===== src/rtl/ad7609_pkg.sv =====
// Shared constants and types for the AD7609 sample scheduler.
package ad7609_pkg;

    localparam int STATE_W    = 3;
    localparam int CH_NUM     = 8;
    localparam int CH_W       = 16;
    localparam int FRAME_W    = CH_NUM * CH_W;
    localparam int PERIOD_MIN = 200;

    // Scheduler state codes; the numeric values are visible on the State debug port.
    typedef enum logic [STATE_W-1:0] {
        IDLE      = 3'd0,
        WAIT_TICK = 3'd1,
        REQ       = 3'd2,
        WAIT_DONE = 3'd3,
        DRAIN     = 3'd4
    } sched_state_t;

endpackage


===== src/rtl/ad7609_tick_gen.sv =====
// Sample-period counter: clamps the requested period to PERIOD_MIN and emits a
// one-cycle tick every eff_period cycles while run is high.
module ad7609_tick_gen
    import ad7609_pkg::*;
#(
    parameter int PERIOD_W = 24
) (
    input  logic                Clk,
    input  logic                Rst,
    input  logic                run,
    input  logic [PERIOD_W-1:0] Period,
    output logic                tick
);

    logic [PERIOD_W-1:0] eff_period;
    logic [PERIOD_W-1:0] period_q;
    logic [PERIOD_W-1:0] count_q;
    logic                armed_q;

    assign eff_period = (Period < PERIOD_W'(PERIOD_MIN)) ? PERIOD_W'(PERIOD_MIN) : Period;

    // The first running cycle only samples the period, so the first tick lands
    // eff_period cycles after that load cycle; afterwards the period is
    // resampled on every wrap.
    assign tick = armed_q && (count_q == period_q - PERIOD_W'(1));

    // Counter state: held clear while stopped, load cycle on start, then count/wrap.
    // NOTE: sequential state uses non-blocking assignments so every flop samples
    // the pre-edge values regardless of statement order.
    always_ff @(posedge Clk or posedge Rst) begin
        if (Rst) begin
            count_q  <= '0;
            period_q <= PERIOD_W'(PERIOD_MIN);
            armed_q  <= 1'b0;
        end else if (!run) begin
            count_q <= '0;
            armed_q <= 1'b0;
        end else if (!armed_q) begin
            period_q <= eff_period;
            armed_q  <= 1'b1;
        end else if (tick) begin
            count_q  <= '0;
            period_q <= eff_period;
        end else begin
            count_q <= count_q + PERIOD_W'(1);
        end
    end

endmodule


===== src/rtl/ad7609_sample_sched.sv =====
// AD7609 sample scheduler: periodic reader requests, oversampling pins, frame
// capture with valid/ready output and miss/drop/timeout statistics.
module ad7609_sample_sched
    import ad7609_pkg::*;
#(
    parameter int PERIOD_W    = 24,
    parameter int TIMEOUT_CYC = 100000,
    parameter int CNT_W       = 16
) (
    input  logic                Clk,
    input  logic                Rst,
    input  logic                Enable,
    input  logic [PERIOD_W-1:0] Period,
    input  logic [2:0]          Os_cfg,
    output logic                Os2,
    output logic                Os1,
    output logic                Os0,
    output logic                Rd_req,
    input  logic                Rd_done,
    input  logic [FRAME_W-1:0]  Rd_data,
    output logic                Rd_abort,
    output logic [FRAME_W-1:0]  Data_out,
    output logic                Data_valid,
    input  logic                Data_ready,
    output logic [CNT_W-1:0]    Sample_cnt,
    output logic [CNT_W-1:0]    Miss_cnt,
    output logic [CNT_W-1:0]    Drop_cnt,
    output logic                Timeout,
    output logic [STATE_W-1:0]  State
);

    localparam int              TO_W    = (TIMEOUT_CYC > 1) ? $clog2(TIMEOUT_CYC) : 1;
    localparam logic [TO_W-1:0] TO_LAST = TO_W'(TIMEOUT_CYC - 1);

    sched_state_t    state_q;
    sched_state_t    state_d;
    logic            tick;
    logic            run;
    logic            frame_end;
    logic [TO_W-1:0] to_cnt_q;
    logic [2:0]      os_q;
    logic            enable_q;
    logic            accept;
    logic            capture;
    logic            load;
    logic            miss;

    assign run = (state_q != IDLE);

    ad7609_tick_gen #(
        .PERIOD_W (PERIOD_W)
    ) u_tick_gen (
        .Clk    (Clk),
        .Rst    (Rst),
        .run    (run),
        .Period (Period),
        .tick   (tick)
    );

    // A frame completes into the register if it is empty or being emptied this cycle.
    assign accept  = Data_valid && Data_ready;
    assign capture = (state_q == WAIT_DONE) && Rd_done;
    assign load    = capture && (!Data_valid || accept);
    assign miss    = tick && ((state_q == REQ) || (state_q == WAIT_DONE));

    assign {Os2, Os1, Os0} = os_q;
    assign State           = state_q;

    // State register.
    always_ff @(posedge Clk or posedge Rst) begin
        if (Rst) state_q <= IDLE;
        else     state_q <= state_d;
    end

    // Next-state and strobe outputs.
    always_comb begin
        // NOTE: every signal gets a default before the case so no path leaves
        // it unassigned, which would infer a latch.
        state_d   = state_q;
        Rd_req    = 1'b0;
        Rd_abort  = 1'b0;
        frame_end = 1'b0;
        case (state_q)
            IDLE: begin
                if (Enable) state_d = WAIT_TICK;
            end
            WAIT_TICK: begin
                if (!Enable)   state_d = IDLE;
                else if (tick) state_d = REQ;
            end
            REQ: begin
                Rd_req  = 1'b1;
                state_d = WAIT_DONE;
            end
            WAIT_DONE: begin
                if (Rd_done) begin
                    frame_end = 1'b1;
                end else if (to_cnt_q == TO_LAST) begin
                    Rd_abort  = 1'b1;
                    frame_end = 1'b1;
                end
                if (frame_end) state_d = Enable ? WAIT_TICK : DRAIN;
            end
            DRAIN: begin
                if (Enable)          state_d = WAIT_TICK;
                else if (!Data_valid) state_d = IDLE;
            end
            default: state_d = IDLE;
        endcase
    end

    // Oversampling pins: loaded on start and on entry to REQ, so they never move mid-frame.
    always_ff @(posedge Clk or posedge Rst) begin
        if (Rst) begin
            os_q <= 3'b000;
        end else if ((state_q == IDLE && Enable) || state_d == REQ) begin
            os_q <= Os_cfg;
        end
    end

    // Request-to-done watchdog, restarted for every request.
    always_ff @(posedge Clk or posedge Rst) begin
        if (Rst)                         to_cnt_q <= '0;
        else if (state_q == REQ)         to_cnt_q <= '0;
        else if (state_q == WAIT_DONE)   to_cnt_q <= to_cnt_q + TO_W'(1);
    end

    // Sticky timeout flag, cleared when sampling is re-enabled.
    always_ff @(posedge Clk or posedge Rst) begin
        if (Rst) begin
            enable_q <= 1'b0;
            Timeout  <= 1'b0;
        end else begin
            enable_q <= Enable;
            if (Rd_abort)                 Timeout <= 1'b1;
            else if (Enable && !enable_q) Timeout <= 1'b0;
        end
    end

    // Output frame register and valid/ready handshake.
    always_ff @(posedge Clk or posedge Rst) begin
        if (Rst) begin
            // NOTE: the wide data register is reset because its value is visible
            // on Data_out right after reset; a pure datapath register would not need it.
            Data_out   <= '0;
            Data_valid <= 1'b0;
        end else if (load) begin
            Data_out   <= Rd_data;
            Data_valid <= 1'b1;
        end else if (accept) begin
            Data_valid <= 1'b0;
        end
    end

    // Statistics: captured frames wrap, missed ticks and dropped frames saturate.
    always_ff @(posedge Clk or posedge Rst) begin
        if (Rst) begin
            Sample_cnt <= '0;
            Miss_cnt   <= '0;
            Drop_cnt   <= '0;
        end else begin
            if (load)                         Sample_cnt <= Sample_cnt + CNT_W'(1);
            if (miss && Miss_cnt != '1)       Miss_cnt   <= Miss_cnt + CNT_W'(1);
            if (capture && !load && Drop_cnt != '1) Drop_cnt <= Drop_cnt + CNT_W'(1);
        end
    end

endmodule


===== config.mk =====
export PLATFORM = sky130hd
export DESIGN_NAME = ad7609_sample_sched
export DESIGN_NICKNAME = d
export VERILOG_FILES = /design/src/rtl/ad7609_pkg.sv /design/src/rtl/ad7609_tick_gen.sv /design/src/rtl/ad7609_sample_sched.sv
export SDC_FILE = /design/constraint.sdc
export NUM_CORES = 1
export LEC_CHECK = 0
export CORE_MARGIN = 5
export CORE_UTILIZATION = 47
export CTS_CLUSTER_SIZE = 30
export DETAILED_ROUTE_END_ITERATION = 8
export GPL_TIMING_DRIVEN = 0
export PLACE_DENSITY_LB_ADDON = 0.1
export SYNTH_ARGS = -nofsm -noshare
export SYNTH_HDL_FRONTEND = slang
export SYNTH_SLANG_ARGS = --single-unit

===== constraint.sdc =====
create_clock -name Clk -period 10.05 [get_ports Clk]
set_clock_uncertainty 0.15 [all_clocks]
set_input_delay 1.005 -clock Clk [delete_from_list [all_inputs] [get_ports Clk]]
set_output_delay 1.005 -clock Clk [all_outputs]
set_load 0.02 [all_outputs]

# == Yosys cells after proc, flatten, opt, wreduce, memory -nomap -nowiden ==
# Cells that the tools add are included.
# op_classes
n_lt_le_gt_ge,1
mux,27
eq_ne,11
n_reduce_logical,22
n_addsub,6
# op_table
cell,n
two-way mux 24 bit,6
"adder 16 x 1 -> 16 bit, second input constant",3
two-way mux 17 bit,2
"inequality test 16 bit, second input constant",2
"adder 24 x 1 -> 24 bit, second input constant",1
== test 24 bit,1
"< comparator 24 x 8 -> 1 bit, second input constant",1
"subtractor 24 x 1 -> 24 bit, second input constant",1
two-way mux 3 bit,7
"adder 17 x 1 -> 17 bit, second input constant",1
"== test 17 bit, second input constant",1
one-hot mux 3 bit (5 select lines),1
two-way mux 1 bit,11
logical AND 1 bit,10
"== test 3 x 2 -> 1 bit, second input constant",3
nonzero test 2 bit,3
"inequality test 2 bit, second input constant",2
"== test 3 x 1 -> 1 bit, second input constant",1
"== test 3 bit, second input constant",1
logical NOT 1 bit,3
logical NOT 3 bit,1
logical OR 1 bit,3
nonzero test 3 bit,1
AND reduction 2 bit,1
# word_totals
output_inout_bits,186
input_bits,160
reg_bits,251

# == Logic depth before layout (Yosys ltp) ==
# depth
depth_word,8
ltp_mapped,11

# == By module ==
# Synthesis repeated with hierarchy kept, for this count alone.
# unflattened
hier_cells,975
hier_area_um2,11745.0
# modules_own_cells
mod,cells_each,area_each_um2,instances,seq_area_each_um2
ad7609_sample_sched,633,8500.7,1,5054.8
ad7609_tick_gen,342,3244.4,1,1229.9

# == Worst setup path after synthesis ==
# No wires, ideal clock.
# synth_path
path_kind,flip-flop to flip-flop
start,register u_tick_gen.period_q[0]
end,register os_q[0]
path_stages_with_launch,11
path_slack_ns,6.204
arrival_time_ns,3.568
cell_sequence,dfrtp_1 inv_1 ha_1 nor4b_1 nand3_1 mux2i_1 or4b_4 a2111oi_4 nand4_4 a2111o_1 mux2_1
# synth_between
elab_chain_len,8
# synth_rtl
element,line_no,source
"start, declared",ad7609_tick_gen.sv:16,logic [PERIOD_W-1:0] period_q;
"start signal, assigned",ad7609_tick_gen.sv:33,period_q <= PERIOD_W'(PERIOD_MIN);
"start signal, assigned",ad7609_tick_gen.sv:39,period_q <= eff_period;
"start signal, assigned",ad7609_tick_gen.sv:43,period_q <= eff_period;
subtractor 24 x 1 -> 24 bit,ad7609_tick_gen.sv:25,assign tick = armed_q && (count_q == period_q - PERIOD_W'(1));
== test 24 bit,ad7609_tick_gen.sv:25,
logical AND 1 bit,ad7609_tick_gen.sv:25,
two-way mux 3 bit,ad7609_sample_sched.sv:89,else if (tick) state_d = REQ;
two-way mux 3 bit,ad7609_sample_sched.sv:88,if (!Enable) state_d = IDLE;
one-hot mux 3 bit (5 select lines),ad7609_sample_sched.sv:83,case (state_q)
== test 3 x 2 -> 1 bit,ad7609_sample_sched.sv:116,end else if ((state_q == IDLE && Enable) || state_d == REQ) begin
logical OR 1 bit,ad7609_sample_sched.sv:116,
"end signal, assigned",ad7609_sample_sched.sv:117,os_q <= Os_cfg;
"end, declared",ad7609_sample_sched.sv:41,logic [2:0] os_q;
# Every way passes these cells.
# A chain may end at the register's enable or synchronous reset.

# == Final worst setup path ==
# layout_path
start,register u_tick_gen.period_q[0]
end,register u_tick_gen.period_q[16]
# layout_between
elab_chain_len,5
# layout_rtl
element,line_no
subtractor 24 x 1 -> 24 bit,ad7609_tick_gen.sv:25
== test 24 bit,ad7609_tick_gen.sv:25
logical AND 1 bit,ad7609_tick_gen.sv:25
inequality test 2 bit (no line),--
AND reduction 2 bit (no line),--
# Every way passes these cells.

==> flow_summary.yaml <==
clock_network:
  cts_hold_buf: 0
  clk_pin_slew_ns: 0.06
  htree_levels: 1
  cts_setup_buffers: 0
  cts_resized: 0
  root_buffer: "clkbuf_16"
  cts_tree: "yes"
  cts_sinks: 251
  cts_buffers: 28
  clk_latency_ns: 0.54
  cts_buffer_depth: 3
synth:
  synth_edf_count: 0
  ys_seq_area_frac: 0.556
  synth-main-ff-cell: "dfrtp_1"
  syn-cell-area_um2: 11300
  netlist_instances: 934
  ys_warn_count: 0
  synth_fp_nets: 1100
  ys_ff_latch: 251
  yosysUniqueCellTypes: 62
  async_flop_share: 1.00
  syn_area_per_cell_um2: 12.1
final_layout:
  final_cells: 1647
  nets: 1477
  fillCellCount: 1852
  regArea_um2: 6280
  final_cell_mix: "clkdlybuf4s50_1, dfrtp_1, mux2_2, nand2_1, nor2_1"
  multi_input_area_um2: 4800
  mostFrequentLayoutCell: "clkdlybuf4s50_1"
  drive_gt1_frac: 0.159
  syn_to_final_growth_pct: 41.9
  diodes: 0
placement:
  place_inst: 1600
  pre_cts_slack_ns: 5.28
  port_buffers: 345
  gp_congestion: 0.884
  dp_hpwl_um: 23100
floorplanning:
  die_w_um: 165
  dieArea_um2: 27300
  coreArea_um2: 23600
  die_h_um: 165
  io_pins: 346
  start_util: 0.479
  placementRows: 56
sta:
  period_share: 0.487
  rsz0062_at_grt: "false"
  setup_tns_ns: 0
  setup_ws_ns: 5.16
  min_period_ns: 4.89
  slew_violations: 0
  worst_slew_pin_slew_ns: 1.11
  hold_viol_final: 0
  hold_ws_ns: 0.323
  max_freq_mhz: 204
  maxSlewHeadroom: 0.256
  setup_viol_count_final: 0
setup_path:
  critical_path.cell_chain: "inv_1 > ha_1 > nor4b_1 > nand3_1 > mux2i_1 > or4b_4 > a2111oi_4 > a31oi_1 > nor2_1 > buf_2 > mux2_2"
  worstReg2RegEnd: "u_tick_gen.period_q[16]"
  critPathCaptureType: "register"
  reg2reg_from: "u_tick_gen.period_q[0]"
  worst-path-buf-inv: 2
  crit_family: "simple AND/OR/NAND/NOR gates"
  worstRegToRegCells: 11
  critPathSlowestCell: "nor4b_1"
  reg2reg_slack_ns: 5.16
  cp-start-kind: "register"
  worst-path-stages: 11
  slowest_delay_ns: 0.88
  required_ns: 10.32
  crit_arrival_ns: 5.16
  crit_fanout: 10
  path_class: "reg2reg"
power:
  p_clk_frac: 0.423
  ir_drop_mv: 0.136
  cellPowerDensity_nw_per_um2: 138
  power_switching_share: 0.239
  switching_power_mw: 0.528
  finalPower_mw: 2.21
  p_int_mw: 1.68
  power_frac_seq: 0.481
  leakage_nw: 7.14
  power.combinational.fraction: 0.096
detailed_routing:
  drtAntennaViolNets: 0
  dr.pass1.iters: 4
  wire_per_inst_um: 18.8
  drc: 0
  vias_per_cell: 5.25
  drt_iter0_drc: 462
  vias: 8643
  routed_wl_um: 30900
global_route:
  grt_util_all_layers: 0.223
  antenna_found_initial: 1
  first_global_vias: 8971
  grt_max_degree: 111
  grt_pass1_wl_um: 48800
  grt_overflow: 0
min_path:
  worstHoldEndpoint: "Sample_cnt[15]"
  hold_path_depth: 1
  min_path_type: "reg2reg"
  hold_start: "Sample_cnt[15]"
job:
  cap_violations: 0
status:
  status: "complete, no violations"
[power by group through the flow]
stage	registers (mW)	logic, mW	clock network (mW)
floorplan	1.07	0.111	0
global placement	1.08	0.207	0
detailed placement	1.08	0.213	0
CTS	1.06	0.214	0.960
global route	1.06	0.234	1.01
finish	1.06	0.213	0.934
[state kept, by name, indices dropped and copies added, names as in the netlist]
register             flops
Data_out               128
u_tick_gen.count_q      24
u_tick_gen.period_q     24
to_cnt_q                17
Drop_cnt                16
Miss_cnt                16
Sample_cnt              16
State                    3
os_q                     3
Data_valid               1
Timeout                  1
enable_q                 1
u_tick_gen.armed_q       1
[synth_stat cells (4+ instances only)]
master    count  area [um2]
dfrtp_1     248        6210
mux2_2      147        1660
nand2_1      62         233
nor2_1       61         229
xor2_1       60         526
xnor2_1      42         368
nand3_1      37         185
clkbuf_1     33         124
nand4_1      27         169
and3_1       21         131
nor3_1       21         105
o21ai_0      19        95.1
nor4_1       12        75.1
or3_1        11        68.8
inv_1        10        37.5
a21oi_1       9        45.0
nor2b_1       8        50.1
and4_1        7        61.3
ha_1          6        75.1
nand3b_1      6        45.0
a31oi_1       5        31.3
o22ai_1       5        31.3
buf_6         4        45.0
nand2b_1      4        25.0
[cell families (layout without fill, tap and decap cells)]
kind of cell / Yosys count / after routing / share of synthesized area
DFF: 251 / 251 / 0.556
adders and majority gates: 6 / 6 / 0.00664
AOI/OAI and AO/OA: 64 / 64 / 0.0400
and+or+nand+nor: 306 / 306 / 0.147
muxes: 153 / 153 / 0.152
buffers and inverters: 52 / 446 / 0.0203
xor gates and xnor gates: 102 / 102 / 0.0790
[final cells by class]
type / instances / share of cell area
timing repair buffer: 347 / 0.219
sequential: 251 / 0.391
multi-input combinational: 631 / 0.299
clock buffer: 39 / 0.0481
clock inverter: 8 / 0.00343
tap: 319 / 0.0249
inverter: 11 / 0.00304
buffer: 41 / 0.0118
[worst reg2reg max path, cell delays in order (launching register included)]
cell,delay (ns)
dfrtp_1,0.43
inv_1,0.12
ha_1,0.25
nor4b_1,0.88
nand3_1,0.30
mux2i_1,0.19
or4b_4,0.54
a2111oi_4,0.52
a31oi_1,0.33
nor2_1,0.35
buf_2,0.34
mux2_2,0.37
[worst max path at each step]
stage                                 from                       to  slack [ns]
floorplan                              Rst              Data_out[0]        2.00
global placement                       Rst             Data_out[58]       -1.56
detailed placement  u_tick_gen.period_q[0]  u_tick_gen.period_q[23]        5.28
CTS                 u_tick_gen.period_q[0]  u_tick_gen.period_q[16]        5.24
global route        u_tick_gen.period_q[0]  u_tick_gen.period_q[15]        4.93
finish              u_tick_gen.period_q[0]  u_tick_gen.period_q[16]        5.16
[routing by layer]
metal | up-vias | GRT usage | wire, um
met2 | 287 | 0.378 | 15300
met1 | 4207 | 0.277 | 12200
met4 | 2 | 0.0541 | 753
met5 | - | 0 | 7
li1 | 4092 | - | -
met3 | 55 | 0.0742 | 2710
[stage by stage]
step	utilization	instance area [um2]
final	0.680	16100
after floorplan	-	11300
after global placement	0.642	15200
after CTS	0.680	16100
after detailed placement	0.645	15200
after global routing	0.680	16100
No activity file was read; power rests on OpenSTA's default activity.
